--- src/rtl/tca9539_i2c_master.sv ---
// I2C initiator for TCA9539-class GPIO expanders: one register write or read per request.
// Every bus slot is four quarter-periods; scl_oe/sda_oe are open-drain pull-down enables.
module tca9539_i2c_master #(
  parameter int CLK_DIV = 250
) (
  input  logic        clk,
  input  logic        reset,
  input  logic        start,
  output logic        ready,
  input  logic        rw,
  input  logic [1:0]  dev_addr,
  input  logic [2:0]  cmd,
  input  logic        two_bytes,
  input  logic [15:0] wdata,
  output logic [15:0] rdata,
  output logic        done,
  output logic        ack_err,
  output logic        scl_oe,
  output logic        sda_oe,
  input  logic        sda_i
);

  localparam int            CW         = (CLK_DIV > 1) ? $clog2(CLK_DIV) : 1;
  localparam logic [CW-1:0] QMAX       = CW'(CLK_DIV - 1);
  localparam logic [4:0]    DEV_PREFIX = 5'b11101;

  typedef enum logic [3:0] {
    S_IDLE,
    S_START,
    S_ADDR,
    S_A1,
    S_CMD,
    S_A2,
    S_WDATA,
    S_A3,
    S_RSTART,
    S_ADDR_R,
    S_A4,
    S_RDATA,
    S_MACK,
    S_STOP
  } state_t;

  state_t        state_reg, state_next;
  logic [CW-1:0] qcnt_reg;
  logic [1:0]    quarter_reg;
  logic [2:0]    bit_cnt_reg;
  logic          byte_idx_reg;
  logic          ack_bit_reg;
  logic [7:0]    rx_shift_reg;
  logic          rw_reg;
  logic          two_reg;
  logic [1:0]    dev_reg;
  logic [2:0]    cmd_reg;
  logic [15:0]   wdata_reg;
  logic          done_reg;
  logic          ack_err_reg;

  logic       accept;
  logic       tick;
  logic       sample;
  logic       slot_end;
  logic       byte_done;
  logic       last_byte;
  logic       bit_scl;
  logic       is_byte_state;
  logic       is_ack_state;
  logic [7:0] tx_byte;

  assign accept    = (state_reg == S_IDLE) && start;
  assign tick      = (qcnt_reg == QMAX);
  assign sample    = tick && (quarter_reg == 2'd2);
  assign slot_end  = tick && (quarter_reg == 2'd3);
  assign byte_done = slot_end && (bit_cnt_reg == 3'd7);
  assign last_byte = !two_reg || byte_idx_reg;
  // In a bit slot SCL is held low in q0 and q3, released in q1-q2.
  assign bit_scl   = (quarter_reg == 2'd0) || (quarter_reg == 2'd3);

  assign is_byte_state = (state_reg == S_ADDR) || (state_reg == S_CMD) || (state_reg == S_WDATA) ||
                         (state_reg == S_ADDR_R) || (state_reg == S_RDATA);
  assign is_ack_state  = (state_reg == S_A1) || (state_reg == S_A2) ||
                         (state_reg == S_A3) || (state_reg == S_A4);

  assign ready   = (state_reg == S_IDLE);
  assign done    = done_reg;
  assign ack_err = ack_err_reg;

  always_comb begin
    tx_byte = 8'h00;
    case (state_reg)
      S_ADDR:   tx_byte = {DEV_PREFIX, dev_reg, 1'b0};
      S_CMD:    tx_byte = {5'b00000, cmd_reg};
      S_WDATA:  tx_byte = byte_idx_reg ? wdata_reg[15:8] : wdata_reg[7:0];
      S_ADDR_R: tx_byte = {DEV_PREFIX, dev_reg, 1'b1};
      default:  tx_byte = 8'h00;
    endcase
  end

  always_ff @(posedge clk) begin
    if (reset) begin
      state_reg <= S_IDLE;
    end else begin
      state_reg <= state_next;
    end
  end

  always_comb begin
    state_next = state_reg;
    scl_oe     = 1'b0;
    sda_oe     = 1'b0;
    case (state_reg)
      S_IDLE: begin
        if (start) state_next = S_START;
      end
      S_START, S_RSTART: begin
        scl_oe = bit_scl;
        sda_oe = quarter_reg[1];
        if (slot_end) state_next = (state_reg == S_START) ? S_ADDR : S_ADDR_R;
      end
      S_ADDR, S_CMD, S_WDATA, S_ADDR_R: begin
        scl_oe = bit_scl;
        sda_oe = !tx_byte[3'd7 - bit_cnt_reg];
        if (byte_done) begin
          case (state_reg)
            S_ADDR:  state_next = S_A1;
            S_CMD:   state_next = S_A2;
            S_WDATA: state_next = S_A3;
            default: state_next = S_A4;
          endcase
        end
      end
      S_A1, S_A2, S_A3, S_A4: begin
        scl_oe = bit_scl;
        if (slot_end) begin
          // A NACK from the target aborts straight to STOP; nothing more is sent.
          if (ack_bit_reg) begin
            state_next = S_STOP;
          end else begin
            case (state_reg)
              S_A1:    state_next = S_CMD;
              S_A2:    state_next = rw_reg ? S_RSTART : S_WDATA;
              S_A3:    state_next = last_byte ? S_STOP : S_WDATA;
              default: state_next = S_RDATA;
            endcase
          end
        end
      end
      S_RDATA: begin
        scl_oe = bit_scl;
        if (byte_done) state_next = S_MACK;
      end
      S_MACK: begin
        scl_oe = bit_scl;
        sda_oe = !last_byte;
        if (slot_end) state_next = last_byte ? S_STOP : S_RDATA;
      end
      S_STOP: begin
        scl_oe = (quarter_reg == 2'd0);
        sda_oe = !quarter_reg[1];
        if (slot_end) state_next = S_IDLE;
      end
      default: begin
        state_next = S_IDLE;
      end
    endcase
  end

  always_ff @(posedge clk) begin
    if (reset || accept || (state_reg == S_IDLE)) begin
      qcnt_reg    <= '0;
      quarter_reg <= 2'd0;
    end else if (tick) begin
      qcnt_reg    <= '0;
      quarter_reg <= quarter_reg + 2'd1;
    end else begin
      qcnt_reg    <= qcnt_reg + CW'(1);
    end
  end

  always_ff @(posedge clk) begin
    if (reset) begin
      bit_cnt_reg  <= 3'd0;
      byte_idx_reg <= 1'b0;
      ack_bit_reg  <= 1'b0;
      rx_shift_reg <= 8'h00;
      done_reg     <= 1'b0;
      ack_err_reg  <= 1'b0;
    end else begin
      done_reg <= (state_reg == S_STOP) && slot_end;
      if (accept) begin
        bit_cnt_reg  <= 3'd0;
        byte_idx_reg <= 1'b0;
        ack_err_reg  <= 1'b0;
      end else begin
        // The 3-bit counter wraps to 0 after bit 7, ready for the next byte.
        if (slot_end && is_byte_state) bit_cnt_reg <= bit_cnt_reg + 3'd1;
        if (slot_end && (((state_reg == S_A3) && !ack_bit_reg) || (state_reg == S_MACK)))
          byte_idx_reg <= 1'b1;
        if (slot_end && is_ack_state && ack_bit_reg) ack_err_reg <= 1'b1;
      end
      if (sample) ack_bit_reg <= sda_i;
      if (sample && (state_reg == S_RDATA)) rx_shift_reg <= {rx_shift_reg[6:0], sda_i};
    end
  end

  always_ff @(posedge clk) begin
    if (accept) begin
      rw_reg    <= rw;
      two_reg   <= two_bytes;
      dev_reg   <= dev_addr;
      cmd_reg   <= cmd;
      wdata_reg <= wdata;
    end
  end

  // Each read byte lands in its own half of rdata once its eighth bit has been sampled.
  for (genvar gi = 0; gi < 2; gi++) begin : g_rbyte
    logic [7:0] byte_reg;
    always_ff @(posedge clk) begin
      if (reset || accept) begin
        byte_reg <= 8'h00;
      end else if ((state_reg == S_RDATA) && byte_done && (byte_idx_reg == 1'(gi))) begin
        byte_reg <= rx_shift_reg;
      end
    end
    assign rdata[gi*8 +: 8] = byte_reg;
  end

endmodule

--- config.mk ---
export PLATFORM = sky130hd
export DESIGN_NAME = tca9539_i2c_master
export DESIGN_NICKNAME = d
export VERILOG_FILES = /design/src/rtl/tca9539_i2c_master.sv
export SDC_FILE = /design/constraint.sdc
export NUM_CORES = 1
export LEC_CHECK = 0
export CAP_MARGIN = 5
export CORE_ASPECT_RATIO = 0.75
export CORE_MARGIN = 4
export CORE_UTILIZATION = 50
export CTS_CLUSTER_DIAMETER = 200
export DETAILED_ROUTE_END_ITERATION = 12
export PLACE_DENSITY = 0.82
export SYNTH_ARGS = -nofsm -noshare
export SYNTH_HDL_FRONTEND = slang
export SYNTH_SLANG_ARGS = --single-unit
--- constraint.sdc ---
create_clock -name clk -period 2.9 [get_ports clk]
set_clock_uncertainty 0.05 [all_clocks]
set_input_delay 0.435 -clock clk [delete_from_list [all_inputs] [get_ports clk]]
set_output_delay 0.435 -clock clk [all_outputs]
set_load 0.01 [all_outputs]
Word level (Yosys, flattened, before mapping) --
Index checks and enable logic that the tools add are counted.
Cells by class: shift operators 0, eq/ne operators 24, $lt $le $gt $ge 1, divide/modulo/power cells 0, mux-type cells 21, reduce and logical (&&, ||, !) cells 40, add/sub/neg operators 4, multiply operators 0, bitwise logic cells 1
Operator list (number):
- 4-bit 2-to-1 mux | 11
- 8-bit case mux with 4 select lines | 1
- 4-bit case mux with 7 select lines | 1
- 4-bit equality test (second input constant) | 6
- 4-bit case mux with 3 select lines | 2
- 4-bit by 3-bit equality test with 1-bit output (second input constant) | 4
- 1-bit logical AND | 14
- 2-bit inequality test (second input constant) | 7
- 1-bit logical OR | 12
- 12-bit OR reduction | 1
- 8-bit by 1-bit adder with 8-bit output (second input constant) | 1
- 4-bit by 2-bit equality test with 1-bit output (second input constant) | 2
- 8-bit equality test (second input constant) | 1
- 8-bit 2-to-1 mux | 1
- 4-bit OR reduction | 2
- 7-bit AND reduction | 1
- 2-bit OR reduction | 3
- 1-bit logical NOT | 5
- 2-bit equality test (second input constant) | 2
- 4-bit by 1-bit equality test with 1-bit output (second input constant) | 1
- 4-bit logical NOT | 1
- 3-bit by 4-bit < comparator with 1-bit output (second input constant) | 1
- 1-bit case mux with 4 select lines | 1
- 3-bit by 1-bit adder with 3-bit output (second input constant) | 1
- 9 further kinds | 9
Word-level totals: bits of input ports 27, latch bits 0, word-level logic and storage cells 107, output and inout bits 21, memories kept 0, bits in registers 68, RAM bits 0, ROM bits 0

Longest topological paths before layout --
depth in word-level cells 7, depth in mapped cells 8, mapped depth without buffers 7

Worst setup path after synthesis --
Ideal clock, no wire load.
kind register to register, start register state_reg[0], end register g_rbyte[0].byte_reg[0], setup slack 650 ps, path buffers 2, clock period less this slack 2250 ps, library setup time 128 ps, required time 2722 ps, cell stages (with the launch flop) 7, arrival time 2073 ps, path through dfxtp_1 buf_2 nor4_4 and2_1 or2_2 clkbuf_1 nor2_1
Between the ends: cells in the longest elaborated chain, start to end 3, elaborated cells on any way between the ends 6, those cells by class eq/ne: 1; reduce/logical: 5
Ends and longest elaborated chain:
- start, declared | line 44 | state_t state_reg, state_next;
- start signal, assigned | line 103 | state_reg <= state_next;
- 4-bit logical NOT
- net ready | line 9 | output logic ready,
- 1-bit logical AND | line 70 | assign accept = (state_reg == S_IDLE) && start;
- net accept | line 59 | logic accept;
- 1-bit logical OR | line 220 | if (reset || accept) begin
- end signal, assigned | line 223 | byte_reg <= rx_shift_reg;
- end, declared | line 218 | logic [7:0] byte_reg;
The timed path passes the listed nets, and every way through them passes these cells. A chain may end at the register's enable or synchronous reset.

Worst setup path after layout --
start register quarter_reg[1], end output scl_oe
Between the ends: cells in the longest elaborated chain, start to end 3, elaborated cells on any way between the ends 4, those cells by class eq/ne: 1; mux: 1; reduce/logical: 2
Ends and longest elaborated chain:
- start, declared | line 46 | logic [1:0] quarter_reg;
- start signal, assigned | line 174 | quarter_reg <= quarter_reg + 2'd1;
- 2-bit equality test or 2-bit logical NOT (tied branches) | line 77, 158
- 1-bit logical OR | line 77 | assign bit_scl = (quarter_reg == 2'd0) || (quarter_reg == 2'd3);
- 1-bit case mux with 2 select lines (*) | line 111 | case (state_reg)
- end, declared | line 18 | output logic scl_oe,
Mark *: on every way between the ends. The rest lies on a longest branch, timed or not.

==> flow_metrics.env <==
export IMPL_end_kind="output port"
export IMPL_crit_required_ps=2410
export IMPL_reg2reg_depth=7
export IMPL_yosys_most_used_dff="dfxtp_1"
export IMPL_power_density_mw_per_mm2=721
export IMPL_die_h_um=76.5
export IMPL_layout_area_seq_mm2=0.00160
export IMPL_dp_final_hpwl_um=4860
export IMPL_worst_setup_path_start_kind="flip-flop"
export IMPL_die_width_um=99.3
export IMPL_synth_cell_types=52
export IMPL_grt_usage=0.183
export IMPL_area_growth_pct=24.2
export IMPL_pre_cts_ws_ps=328
export IMPL_worstSetupEndpoint="scl_oe"
export IMPL_worstSetupStartpoint="quarter_reg[1]"
export IMPL_clockBufferDepth=2
export IMPL_gr_total_overflow=0
export IMPL_synth_warnings=0
export IMPL_setup_slack_ps=242
export IMPL_min_period_ps=2660
export IMPL_antenna_found_initial=0
export IMPL_crit_type="flip-flop to output port"
export IMPL_routed_via_density=5.53
export IMPL_drv_cap=0
export IMPL_final_nets=386
export IMPL_final_setup_tns_ps=0
export IMPL_cts_sinks=68
export IMPL_fmax_ghz=0.376
export IMPL_cts_resized=3
export IMPL_route_vias_total=2406
export IMPL_postCtsHoldBufs=0
export IMPL_io_pins=48
export IMPL_rsz0062_at_grt="no"
export IMPL_power_internal_mw=1.83
export IMPL_port_buffer_count=47
export IMPL_hold_ws_ps=437
export IMPL_routabilityCongestion=0.945
export IMPL_grt_pass1_wl_um=11200
export IMPL_leakage_nw=1.48
export IMPL_start_util=0.526
export IMPL_power_switching_uw=970
export IMPL_crit_fanout=5
export IMPL_cts_tree="built"
export IMPL_core_area_mm2=0.00595
export IMPL_crit_chain="inv_1 -> ha_1 -> a21oi_1 -> nor2_1 -> a211oi_1 -> clkdlybuf4s50_1"
export IMPL_routedWlPerCell_um=15.5
export IMPL_avgSynthCellArea_um2=10.3
export IMPL_grt_pass1_vias=2304
export IMPL_instances_no_fill=435
export IMPL_syn_cell_area_mm2=0.00313
export IMPL_p_sw_frac=0.346
export IMPL_numCtsBuffers=9
export IMPL_slew_violations=0
export IMPL_drt_iter0_markers=246
export IMPL_power_total_mw=2.80
export IMPL_drive_above_1_share=0.118
export IMPL_n_fill_cell=486
export IMPL_multi_input_area_mm2=0.00142
export IMPL_ys_ff_latch=68
export IMPL_status="finished clean"
export IMPL_slowest_stage="clkdlybuf4s50_1"
export IMPL_r2r_start="bit_cnt_reg[0]"
export IMPL_period_share=0.917
export IMPL_ant_nets=0
export IMPL_drc=0
export IMPL_peakVddDrop_mv=0.419
export IMPL_regToRegSetupSlack_ps=780
export IMPL_firstDrtPassIters=4
export IMPL_die_area_mm2=0.00760
export IMPL_syn_instance_count=303
export IMPL_root_buffer="clkbuf_8"
export IMPL_setup_viol=0
export IMPL_synth_edff_count=23
export IMPL_cp_arrival_ps=2170
export IMPL_cts_setup_buffers=0
export IMPL_clockPowerShare=0.278
export IMPL_worstMarginPinSlew_ps=580
export IMPL_r2r_end="state_reg[0]"
export IMPL_n_antenna_cell=0
export IMPL_holdCritPathClass="flip-flop to flip-flop"
export IMPL_place_inst=419
export IMPL_pwr_share_seq=0.434
export IMPL_async_flop_share=0
export IMPL_relSlewSlack=0.609
export IMPL_yosysSeqAreaShare=0.509
export IMPL_drt_total_wl_um=6730
export IMPL_clk_pin_slew_ps=80
export IMPL_h_tree_depth=3
export IMPL_syn_num_nets=337
export IMPL_hold_viol=0
export IMPL_fp_row_count=24
export IMPL_combPwrFrac=0.289
export IMPL_clock_latency_ps=350
export IMPL_max_stage_delay_ps=580
export IMPL_grt_max_degree=24
## cell usage after synthesis (all sizes together), types with 2 or more instances
| cell type | count | area share |
|---|---|---|
| dfxtp | 45 | 0.29 |
| nor2 | 43 | 0.052 |
| nand2 | 24 | 0.030 |
| edfxtp | 23 | 0.22 |
| a21oi | 21 | 0.034 |
| mux2i | 21 | 0.067 |
| buf | 13 | 0.022 |
| inv | 8 | 0.0096 |
| nand3 | 8 | 0.013 |
| a31oi | 7 | 0.016 |
| ha | 7 | 0.028 |
| nand2b | 6 | 0.012 |
| clkbuf | 5 | 0.0060 |
| nor2b | 5 | 0.010 |
| xnor2 | 5 | 0.014 |
| a211oi | 4 | 0.014 |
| and3 | 4 | 0.0080 |
| nor3 | 4 | 0.0064 |
| nor4 | 4 | 0.018 |
| o21ai | 4 | 0.0064 |
| and2 | 3 | 0.0060 |
| mux4 | 3 | 0.022 |
| o2111ai | 3 | 0.0084 |
| o31ai | 3 | 0.0072 |
| xor2 | 3 | 0.0084 |
| nand3b | 2 | 0.0048 |
| nand4 | 2 | 0.0088 |
| nand4b | 2 | 0.0056 |
| nand4bb | 2 | 0.0072 |
| o21bai | 2 | 0.0048 |
| o22ai | 2 | 0.0040 |
| or2 | 2 | 0.0040 |
## through the flow
| step | instance area (um2) | utilization |
|---|---|---|
| 5_1_grt | 3880 | 0.653 |
| 6_report | 3880 | 0.653 |
| 3_5_place_dp | 3670 | 0.618 |
| 2_1_floorplan | 3130 | - |
| 3_3_place_gp | 3670 | 0.618 |
| 4_1_cts | 3880 | 0.652 |
## layout make-up
cell class,count,area share
multi-input combinational,209,0.365
sequential,68,0.412
clock inverter,6,0.0132
inverter,8,0.00773
tap,78,0.0251
timing repair buffer,56,0.139
clock buffer,10,0.0383
## power by group through the flow
| stage | registers [mW] | clock network, mW | logic [mW] |
|---|---|---|---|
| 3_5_place_dp | 1.23 | 0 | 0.810 |
| 5_1_grt | 1.22 | 0.840 | 0.888 |
| 3_3_place_gp | 1.22 | 0 | 0.788 |
| 4_1_cts | 1.21 | 0.802 | 0.811 |
| 2_1_floorplan | 1.17 | 0 | 0.608 |
| 6_report | 1.22 | 0.778 | 0.808 |
## metal layers
layer	vias to the layer above	wire length [um]	track usage
li1	1189	-	-
met1	1131	2980	0.244
met2	79	3200	0.288
met3	7	513	0.0650
met4	0	42	0.0368
met5	-	0	0
## worst min-delay path by stage
stage                    start               to  slack, ps  cells after the start
2_1_floorplan      qcnt_reg[0]      qcnt_reg[0]        380                      1
3_3_place_gp       qcnt_reg[0]      qcnt_reg[0]        400                      1
3_5_place_dp   rx_shift_reg[3]  rx_shift_reg[3]        430                      2
4_1_cts        rx_shift_reg[7]  rx_shift_reg[7]        440                      2
5_1_grt        rx_shift_reg[7]  rx_shift_reg[7]        460                      2
6_report       rx_shift_reg[7]  rx_shift_reg[7]        440                      2
## cells by family after synthesis
kind of cell | count (synthesis) | share of synthesized area
compound gates | 55 | 0.119
xor+xnor | 8 | 0.0224
fa+ha+maj | 7 | 0.0280
buf+inv | 26 | 0.0380
flops | 68 | 0.509
mux | 24 | 0.0888
simple gates | 115 | 0.195
## layout by cell type, fill, tap and decap left out, types with 4 or more instances in the layout
cell type,n
clkdlybuf4s50_1,46
nor2_1,42
dfxtp_1,41
nand2_1,23
edfxtp_1,23
a21oi_1,21
mux2i_1,21
clkbuf_8,9
buf_4,9
inv_1,8
nand3_1,8
ha_1,7
nand2b_1,6
a31oi_1,6
nor2b_1,5
xnor2_1,5
and3_1,4
o21ai_0,4
nor3_1,4
## critical path, delay by kind of cell (launching register included)
kind,cells,cell delay [ps]
fa+ha+maj,1,330
buf+inv,2,690
flops,1,430
compound gates,2,330
simple gates,1,50
No activity file was read; power rests on OpenSTA's default activity.
